[src/rtl/regbank_pkg.sv]
// Shared types and constants for the register-bank write path.
package regbank_pkg;

    localparam int REG_W    = 32;
    localparam int ADDR_W   = 2;
    localparam int NUM_REGS = 4;

    // Wide enough for MAX_BURST up to 15.
    localparam int BURST_W  = 4;

    typedef enum logic {
        IDLE   = 1'b0,
        LOCKED = 1'b1
    } state_e;

endpackage

[src/rtl/rr_arbiter.sv]
// Combinational round-robin pick: first set request at or above ptr, else wrap to the lowest.
module rr_arbiter #(
    parameter int N     = 3,
    parameter int IDX_W = 2
) (
    input  logic [N-1:0]     req,
    input  logic [IDX_W-1:0] ptr,
    output logic [N-1:0]     grant,
    output logic [IDX_W-1:0] idx,
    output logic             any
);

    logic [N-1:0] upper_mask;
    logic [N-1:0] upper_req;
    logic [N-1:0] src;

    generate
        for (genvar gi = 0; gi < N; gi++) begin : g_mask
            assign upper_mask[gi] = (IDX_W'(gi) >= ptr);
        end
    endgenerate

    assign upper_req = req & upper_mask;

    always_comb begin
        src = (|upper_req) ? upper_req : req;
        idx = '0;
        for (int i = N - 1; i >= 0; i--) begin
            if (src[i]) begin
                idx = IDX_W'(i);
            end
        end
        any   = |req;
        grant = any ? (N'(1) << idx) : '0;
    end

endmodule

[src/rtl/regbank_write_arbiter.sv]
// Round-robin write-port arbiter with bounded locked bursts and a registered bank interface.
module regbank_write_arbiter #(
    parameter int NREQ      = 3,
    parameter int DATA_W    = 32,
    parameter int ADDR_W    = 2,
    parameter int MAX_BURST = 4
) (
    input  logic                     clk,
    input  logic                     rst_n,
    input  logic [NREQ-1:0]          req_valid,
    input  logic [NREQ-1:0]          req_lock,
    input  logic [NREQ*ADDR_W-1:0]   req_dr,
    input  logic [NREQ*DATA_W-1:0]   req_data,
    output logic [NREQ-1:0]          req_ready,
    output logic                     write,
    output logic [ADDR_W-1:0]        dr,
    output logic [DATA_W-1:0]        write_data,
    output logic [$clog2(NREQ)-1:0]  grant_id,
    output logic                     busy
);

    import regbank_pkg::*;

    localparam int IDX_W = $clog2(NREQ);

    state_e             state_reg, state_next;
    logic [IDX_W-1:0]   rr_ptr_reg, rr_ptr_next;
    logic [IDX_W-1:0]   holder_reg, holder_next;
    logic [BURST_W-1:0] burst_cnt_reg, burst_cnt_next;

    logic               write_reg;
    logic [ADDR_W-1:0]  dr_reg;
    logic [DATA_W-1:0]  data_reg;
    logic [IDX_W-1:0]   gid_reg;

    logic [NREQ-1:0]    arb_grant;
    logic [IDX_W-1:0]   arb_idx;
    logic               arb_any;

    logic               accept;
    logic [IDX_W-1:0]   acc_idx;

    logic [ADDR_W-1:0]  dr_arr   [NREQ];
    logic [DATA_W-1:0]  data_arr [NREQ];

    generate
        for (genvar gi = 0; gi < NREQ; gi++) begin : g_unpack
            assign dr_arr[gi]   = req_dr[gi*ADDR_W +: ADDR_W];
            assign data_arr[gi] = req_data[gi*DATA_W +: DATA_W];
        end
    endgenerate

    rr_arbiter #(
        .N     (NREQ),
        .IDX_W (IDX_W)
    ) u_rr_arbiter (
        .req   (req_valid),
        .ptr   (rr_ptr_reg),
        .grant (arb_grant),
        .idx   (arb_idx),
        .any   (arb_any)
    );

    always_comb begin
        state_next     = state_reg;
        rr_ptr_next    = rr_ptr_reg;
        holder_next    = holder_reg;
        burst_cnt_next = burst_cnt_reg;
        req_ready      = '0;
        accept         = 1'b0;
        acc_idx        = arb_idx;

        // Ready stays low while reset is asserted, even though the arbiter sees requests.
        if (rst_n) begin
            unique case (state_reg)
                IDLE: begin
                    req_ready = arb_grant;
                    if (arb_any) begin
                        accept      = 1'b1;
                        acc_idx     = arb_idx;
                        rr_ptr_next = (arb_idx == IDX_W'(NREQ - 1)) ? '0 : arb_idx + IDX_W'(1);
                        if (req_lock[arb_idx] && (MAX_BURST > 1)) begin
                            state_next     = LOCKED;
                            holder_next    = arb_idx;
                            burst_cnt_next = BURST_W'(1);
                        end
                    end
                end
                LOCKED: begin
                    acc_idx               = holder_reg;
                    req_ready[holder_reg] = req_valid[holder_reg];
                    if (req_valid[holder_reg]) begin
                        accept = 1'b1;
                        if (!req_lock[holder_reg] ||
                            (burst_cnt_reg == BURST_W'(MAX_BURST - 1))) begin
                            state_next     = IDLE;
                            burst_cnt_next = '0;
                        end else begin
                            burst_cnt_next = burst_cnt_reg + BURST_W'(1);
                        end
                    end else if (!req_lock[holder_reg]) begin
                        state_next     = IDLE;
                        burst_cnt_next = '0;
                    end
                end
                default: begin
                    state_next = IDLE;
                end
            endcase
        end
    end

    always_ff @(posedge clk or negedge rst_n) begin
        if (!rst_n) begin
            state_reg     <= IDLE;
            rr_ptr_reg    <= '0;
            holder_reg    <= '0;
            burst_cnt_reg <= '0;
            write_reg     <= 1'b0;
            dr_reg        <= '0;
            data_reg      <= '0;
            gid_reg       <= '0;
        end else begin
            state_reg     <= state_next;
            rr_ptr_reg    <= rr_ptr_next;
            holder_reg    <= holder_next;
            burst_cnt_reg <= burst_cnt_next;
            write_reg     <= accept;
            // Without an accept the bank-side fields keep their previous beat.
            if (accept) begin
                dr_reg   <= dr_arr[acc_idx];
                data_reg <= data_arr[acc_idx];
                gid_reg  <= acc_idx;
            end
        end
    end

    assign write      = write_reg;
    assign dr         = dr_reg;
    assign write_data = data_reg;
    assign grant_id   = gid_reg;
    assign busy       = (state_reg == LOCKED);

endmodule

[config.mk]
export PLATFORM = sky130hd
export DESIGN_NAME = regbank_write_arbiter
export DESIGN_NICKNAME = d
export VERILOG_FILES = /design/src/rtl/regbank_pkg.sv /design/src/rtl/rr_arbiter.sv /design/src/rtl/regbank_write_arbiter.sv
export SDC_FILE = /design/constraint.sdc
export NUM_CORES = 1
export LEC_CHECK = 0
export ABC_AREA = 1
export CAP_MARGIN = 20
export CELL_PAD_IN_SITES_DETAIL_PLACEMENT = 2
export CELL_PAD_IN_SITES_GLOBAL_PLACEMENT = 2
export CORE_MARGIN = 1.5
export CORE_UTILIZATION = 22
export CTS_CLUSTER_DIAMETER = 150
export CTS_CLUSTER_SIZE = 24
export DETAILED_ROUTE_END_ITERATION = 7
export PLACE_DENSITY_LB_ADDON = 0.1
export SLEW_MARGIN = 10
export SYNTH_ARGS = -nofsm -noshare
export SYNTH_HDL_FRONTEND = slang
export SYNTH_SLANG_ARGS = --single-unit
[constraint.sdc]
create_clock -name clk -period 3 [get_ports clk]
set_input_delay 0.6 -clock clk [delete_from_list [all_inputs] [get_ports clk]]
set_output_delay 0.6 -clock clk [all_outputs]
set_load 0.01 [all_outputs]
==> impl_results.md, run 1 <==
* Post-Route Skew at roughly 0.0052 ns
* Max Cap Viol at 0
* Finish-stage setup viols at 0
* Setup crit end kind: primary output
* Vias in the first global route at 4,378
* Drt pass-1 iters at 7
* Xor/xnor share of the synthesized area at 0%
* CTS buffer count at 5
* Setup WS post-layout at 0.1092 ns
* Starting DRT DRC Count at 173
* Inserted Diodes at 0
* Leakage power at 2.722 nW
* Area occupied by multi-input gates at between 0.0015 and 0.002 sq mm
* RSZ-0062 raised after global routing: false
* Synth area leaders: dfrtp_1 (35%), nand3_1 (23%), nand2_1 (20%), inv_1 (9.2%), buf_2 (2.7%)
* Synthesized flop and latch total at 46
* Initial Utilization at a little under a quarter
* CP max stage delay at 0.54 ns
* Synth warn at 0
* Most frequent CP cell: nand2_1
* WHS at 0.2960 ns
* Post-Synth Adder-Cell Area at 0.3772%
* Design Area, Final at just over 0.005 sq mm
* Fin Setup TNS at 0 ns
* Fmax at 0.3459 GHz
* WP buf/inv at 3
* Die extent in x at approximately 130 um
* IO Pins at 151
* Residual DRC at 16
* VDD IR max at around 0.00031 V
* Vias per inst at 4.629
* Leading cell type in the layout, fill and taps excluded: nand2_1
* Slowest CP cell: clkdlybuf4s50_1
* Max reg flops at 32
* Design Power at 4.300 mW
* Most frequent cells in the layout: nand2_1 (180), nand3_1 (150), clkdlybuf4s50_1 (146)
* Area growth syn-to-layout at 56.13%
* Tmin final at roughly 2.9 ns
* Gpl congestion at about 0.84
* Crit-path cells: clkdlybuf4s50_1 > nand3_1 > nand3_2 > nand2_1 > inv_1 > nand2_1 > nand2_1 > clkdlybuf4s50_1
* Synth area leader: dfrtp_1
* Share of post-route cells with drive strength above 1 at 6.389%
* TritonCTS clock tree: done
* DP HPWL at 11.02 mm
* CP arrival at 2.29 ns
* Finished Core Util at 35.36%
* Synth top area share at 34.70%
* WL final at 14.75 mm
* H-Tree Depth at 2
* Status: finished, violations left
* GRT Resource Usage Total at 19.06%
* Data required, critical path at 2.40 ns
* Sequential element share of the synthesized area at 34.70%
* Clock sinks at 46
* Critical path origin: req_valid[0]
* Global-route wire length before repair at approximately 24 mm
* PortBufs at 150
* Worst-margin pin slew at between 0.6 and 0.7 ns
* Slew margin rel. at 55.68%
* Failing checks: design-rule violations
* Max Transition Viols Final at 0
* GR Overflow Total at 0
* Placed Instance Area at 0.005009 sq mm
* CP delay by family, top: buffers and inverters
* Final period util at between 90% and 100%
* Placement Rows at 44
* Pre-CTS worst setup slack at -0.1392 ns
* Initial antenna violation count at 0
* Worst hold path type: in -> async
* Post-Synth Simple-Gate Area at 47.64%
* Core box area at 0.01464 sq mm
* Worst-Skew Late Latency at 0.30 ns
* NumNets Final at 783
* Via count at 3,967
* Syn nets at around 640
* Critical path type: in -> out
* Register area at 0.001151 sq mm
* Synthesized area at 0.003317 sq mm
* Routed Antenna Nets at 0
* Die extent in y at 125.8 um
* Clock Path Buffers at 2
* Final Hold Fails at 0
* Die ar. at 0.01582 sq mm
* Dpl cells at 848
* Synth Area in Compound Gates at 2.112%
* Max Fanout on Critical Path at 4
* Synthesized area per cell at about 6.3 sq um
* Drt wl/cell at roughly 17 um
* Fillers at 1,788
* Largest family of logic cells by synthesized area: simple AND/OR/NAND/NOR gates
* Largest net degree at the start of global routing at 42
* Clock root buffer: clkbuf_16
* Post-synthesis cell count at 527
* Worst-path clk slew at 0.07 ns
* FF-to-FF Start: holder_reg[0]
* Power Density at 830.4 mW/mm^2
* Post-route insts no fill at 857
* Number of distinct library cells after synthesis at 22
* CP startpoint kind: input port
* Post-synthesis mux area share at 0%
-- worst paths after layout --
check / cells after the start / to / slack, ns
worst max-delay path: 8 / req_ready[0] / 0.11
worst min-delay path: 2 / write_data[30] / 0.30
worst max register to register: 10 / write_data[25] / 0.66
worst min register to register: 2 / dr[0] / 0.48
max in group asynchronous: 2 / write_data[18] / 2.11
min in group clk: 2 / dr[0] / 0.48
-- synthesized netlist by cell type (all sizes together) --
master    n
nand2   186
nand3   152
inv      86
dfrtp    46
buf      28
nor2      8
a21oi     6
o21ai     5
nand4     3
nor3      3
or2       2
clkbuf    1
ha        1
-- metal layers --
metal | wire length [um] | vias to the layer above | GRT usage [%]
met4 | 157 | 0 | 3.786
met5 | 0 | - | 0
met1 | 6731 | 1910 | 25.69
met3 | 933 | 10 | 3.866
li1 | - | 1931 | -
met2 | 6923 | 116 | 31.77
-- cells by family (layout without fill, tap and decap cells) --
logic type                 after synthesis  in the layout
DFF                                     46             46
AOI/OAI and AO/OA                       11             11
buffers and inverters                  115            261
adders and majority gates                1              1
and+or+nand+nor                        354            354
-- power by group --
part	total (mW)	leakage [nW]	internal, mW	switching, mW
Combinational	2.56	2.06	1.06	1.51
Clock	0.658	0.0771	0.394	0.263
Sequential	1.08	0.580	0.894	0.187
Total	4.30	2.72	2.34	1.96
-- what timing repair did --
action / CTS / global route
endpoints found under the setup margin: 3 / 1
setup buffers: 0 / 1
cloned: 0 / 0
pin swaps: 0 / 1
hold buffers: 0 / 0
resized for setup: 3 / 0
-- layout make-up --
type                            count  area share (%)
Clock buffer                        6           2.489
Clock inverter                      2          0.7248
Inverter                           86           6.233
Multi-Input combinational cell    366           32.11
Sequential cell                    46           22.23
Tap cell                          184           4.446
Timing Repair Buffer              167           31.77
Note: power is estimated with default switching activity, not from simulation.
==> inputs of run 2 (changes only) <==
CORE_UTILIZATION = 21   (was 22)
clock period = 3.27 ns   (was 3 ns; I/O delays follow)
==> run 2 against run 1 <==
Non-clock buffer count shrank 4. Critical endpoint is now req_ready[2]. Sequential power down 8%. The flow now finishes without violations. Highest routed layer unchanged. Final area decreased by 0.34%. Register-to-register slack better by 0.56 ns. Largest power group unchanged. Power shrank 8.6%.
==> impl_results.md, run 2 (synthesis gave the netlist of run 1 again) <==
* Die extent in y at 128.7 um (+2.3%)
* Slew margin rel. at 55.79% (+0.11 points)
* PortBufs at 150 (unchanged)
* Status: finished, final reports clean
* Postcts setup bufs at 0 (unchanged)
* Final period util at 96.95%
* Vias in the first global route at 4,467 (+2.0%)
* Max Cap Viol at 0 (unchanged)
* Design Power at 3.932 mW (-8.6%)
* Max reg flops at 32 (unchanged)
* Flop2flop setup slack at 1.22 ns (+0.56 ns)
* Max Fanout on Critical Path at 6 (+2)
* Critical path type: in -> out
* Inserted Diodes at 0 (unchanged)
* Die ar. at 0.01656 sq mm (+4.6%)
* Residual DRC at 0 (-16)
* Post-CTS Hold Fix Bufs at 0 (unchanged)
* IO Pins at 151 (unchanged)
* Largest net degree at the start of global routing at 41 (-2.4%)
* Clock Path Buffers at 2 (unchanged)
* Gpl congestion at 0.8036 (-4.4%)
* Leading cell type in the layout, fill and taps excluded: nand2_1
* Initial antenna violation count at 0 (unchanged)
* Worst-path clk slew at 0.06 ns (about the same)
* Worst reg2reg endpoint: write_data[28]
* Starting DRT DRC Count at 120 (-31%)
* RSZ-0062 raised after global routing: false
* Placement Rows at 45 (+2.3%)
* Fmax at 0.3154 GHz
* Worst-margin pin slew at 0.6622 ns (-0.001613 ns)
* Post-CTS Resized at 0 (-3)
* Routed Antenna Nets at 0 (unchanged)
* Tmin final at 3.170 ns
* FF-to-FF Start: rr_ptr_reg[1]
* Worst hold path type: in -> async
* Fin Setup TNS at 0 ns (unchanged)
* CP startpoint kind: input port
* CTS buffer count at 5 (unchanged)
* Area growth syn-to-layout at 55.60%
* Via count at 3,958 (-0.23%)
* Most frequent cells in the layout: nand2_1 (180), nand3_1 (150), clkdlybuf4s50_1 (149)
* Final Hold Fails at 0 (unchanged)
* Share of post-route cells with drive strength above 1 at 5.830% (-0.56 points)
* Core box area at 0.01531 sq mm (+4.6%)
* Setup WS post-layout at 0.09964 ns (-0.009549 ns)
* Data required, critical path at 2.62 ns (+0.22 ns)
* H-Tree Depth at 2 (unchanged)
* GR Overflow Total at 0 (unchanged)
* Finish-stage setup viols at 0 (unchanged)
* WL final at 14.77 mm (+0.14%)
* Leakage power at 2.679 nW (-1.6%)
* Clock sinks at 46 (unchanged)
* Clock root buffer: clkbuf_16
* TritonCTS clock tree: done
* Initial Utilization at 21.66% (-0.99 points)
* Drt pass-1 iters at 4 (-3)
* Post-Route Skew at 0.009549 ns (+0.004360 ns)
* VDD IR max at 0.0002550 V (-18%)
* DP HPWL at 11.13 mm (+1.1%)
* CP arrival at 2.52 ns (+0.23 ns)
* Pre-CTS worst setup slack at 0.06929 ns (+0.2085 ns)
* Setup crit end kind: primary output
* Vias per inst at 4.498 (-2.8%)
* NumNets Final at 779 (-0.51%)
* Finished Core Util at 33.70% (-1.7 points)
* Die extent in x at 128.7 um (+2.3%)
* Drt wl/cell at 16.78 um (-2.5%)
* Reg2Reg Depth at 10 (unchanged)
* GRT Resource Usage Total at 18.33% (-0.73 points)
* Worst-Skew Late Latency at 0.30 ns (about the same)
* Max Transition Viols Final at 0 (unchanged)
* Global-route wire length before repair at 23.45 mm (-2.0%)
* Power Density at 761.8 mW/mm^2 (-8.3%)
[run 2: changes by cell type in the layout (fill, tap and decap cells not counted), sizes merged]
cell and delta:
clkdlybuf4s50 +3, dlygate4sd2 -3, buf -4
[run 2: area by class of cell]
cell class                      instances  area, sq um
Inverter                               86        322.8
Clock inverter                          2        37.54
Fill cell                            1833        10150
Tap cell                              211        264.0
Multi-Input combinational cell        366         1663
Clock buffer                            6        128.9
Sequential cell                        46         1151
Timing Repair Buffer                  163         1594
[run 2: worst max-delay path by stage]
stage | from | endpoint | cells after the start
after global placement | req_valid[2] | req_ready[2] | 8
after detailed placement | req_valid[2] | req_ready[2] | 8
after floorplan | req_valid[2] | req_ready[1] | 8
final | req_valid[2] | req_ready[2] | 8
after CTS | req_valid[2] | req_ready[2] | 8
after global routing | req_valid[2] | req_ready[2] | 8
[run 2: power by group]
group | total [mW] | switching [mW] | internal, mW
sequential | 0.998 | 0.178 | 0.820
clock | 0.606 | 0.245 | 0.362
combinational | 2.33 | 1.38 | 0.949
total | 3.93 | 1.80 | 2.13
[run 2: per-stage QoR]
step                      instances  hold slack (ns)  instance area, sq um
after global routing            880           0.2204                  5161
after floorplan                 527           0.3584                  3317
after detailed placement        872           0.4720                  4995
after CTS                       880           0.2143                  5161
final                           880           0.2162                  5161
after global placement          872           0.4620                  4995
[run 2: worst max-delay path, cell delays in order]
cell and delay (ns):
clkdlybuf4s50_1 0.59, nand3_1 0.10, nand2_1 0.13, nand4_1 0.14, nand2_1 0.10, nand2_2 0.05, nor2_1 0.12, clkdlybuf4s50_1 0.62
[run 2: routing by layer]
layer | vias to the layer above | part of all wire (%) | global-route usage (%)
met5 | - | 0 | 0
met3 | 8 | 5.6 | 4.241
met4 | 0 | 1.0 | 4.032
li1 | 1928 | - | -
met2 | 101 | 48 | 32.97
met1 | 1921 | 45 | 22.23
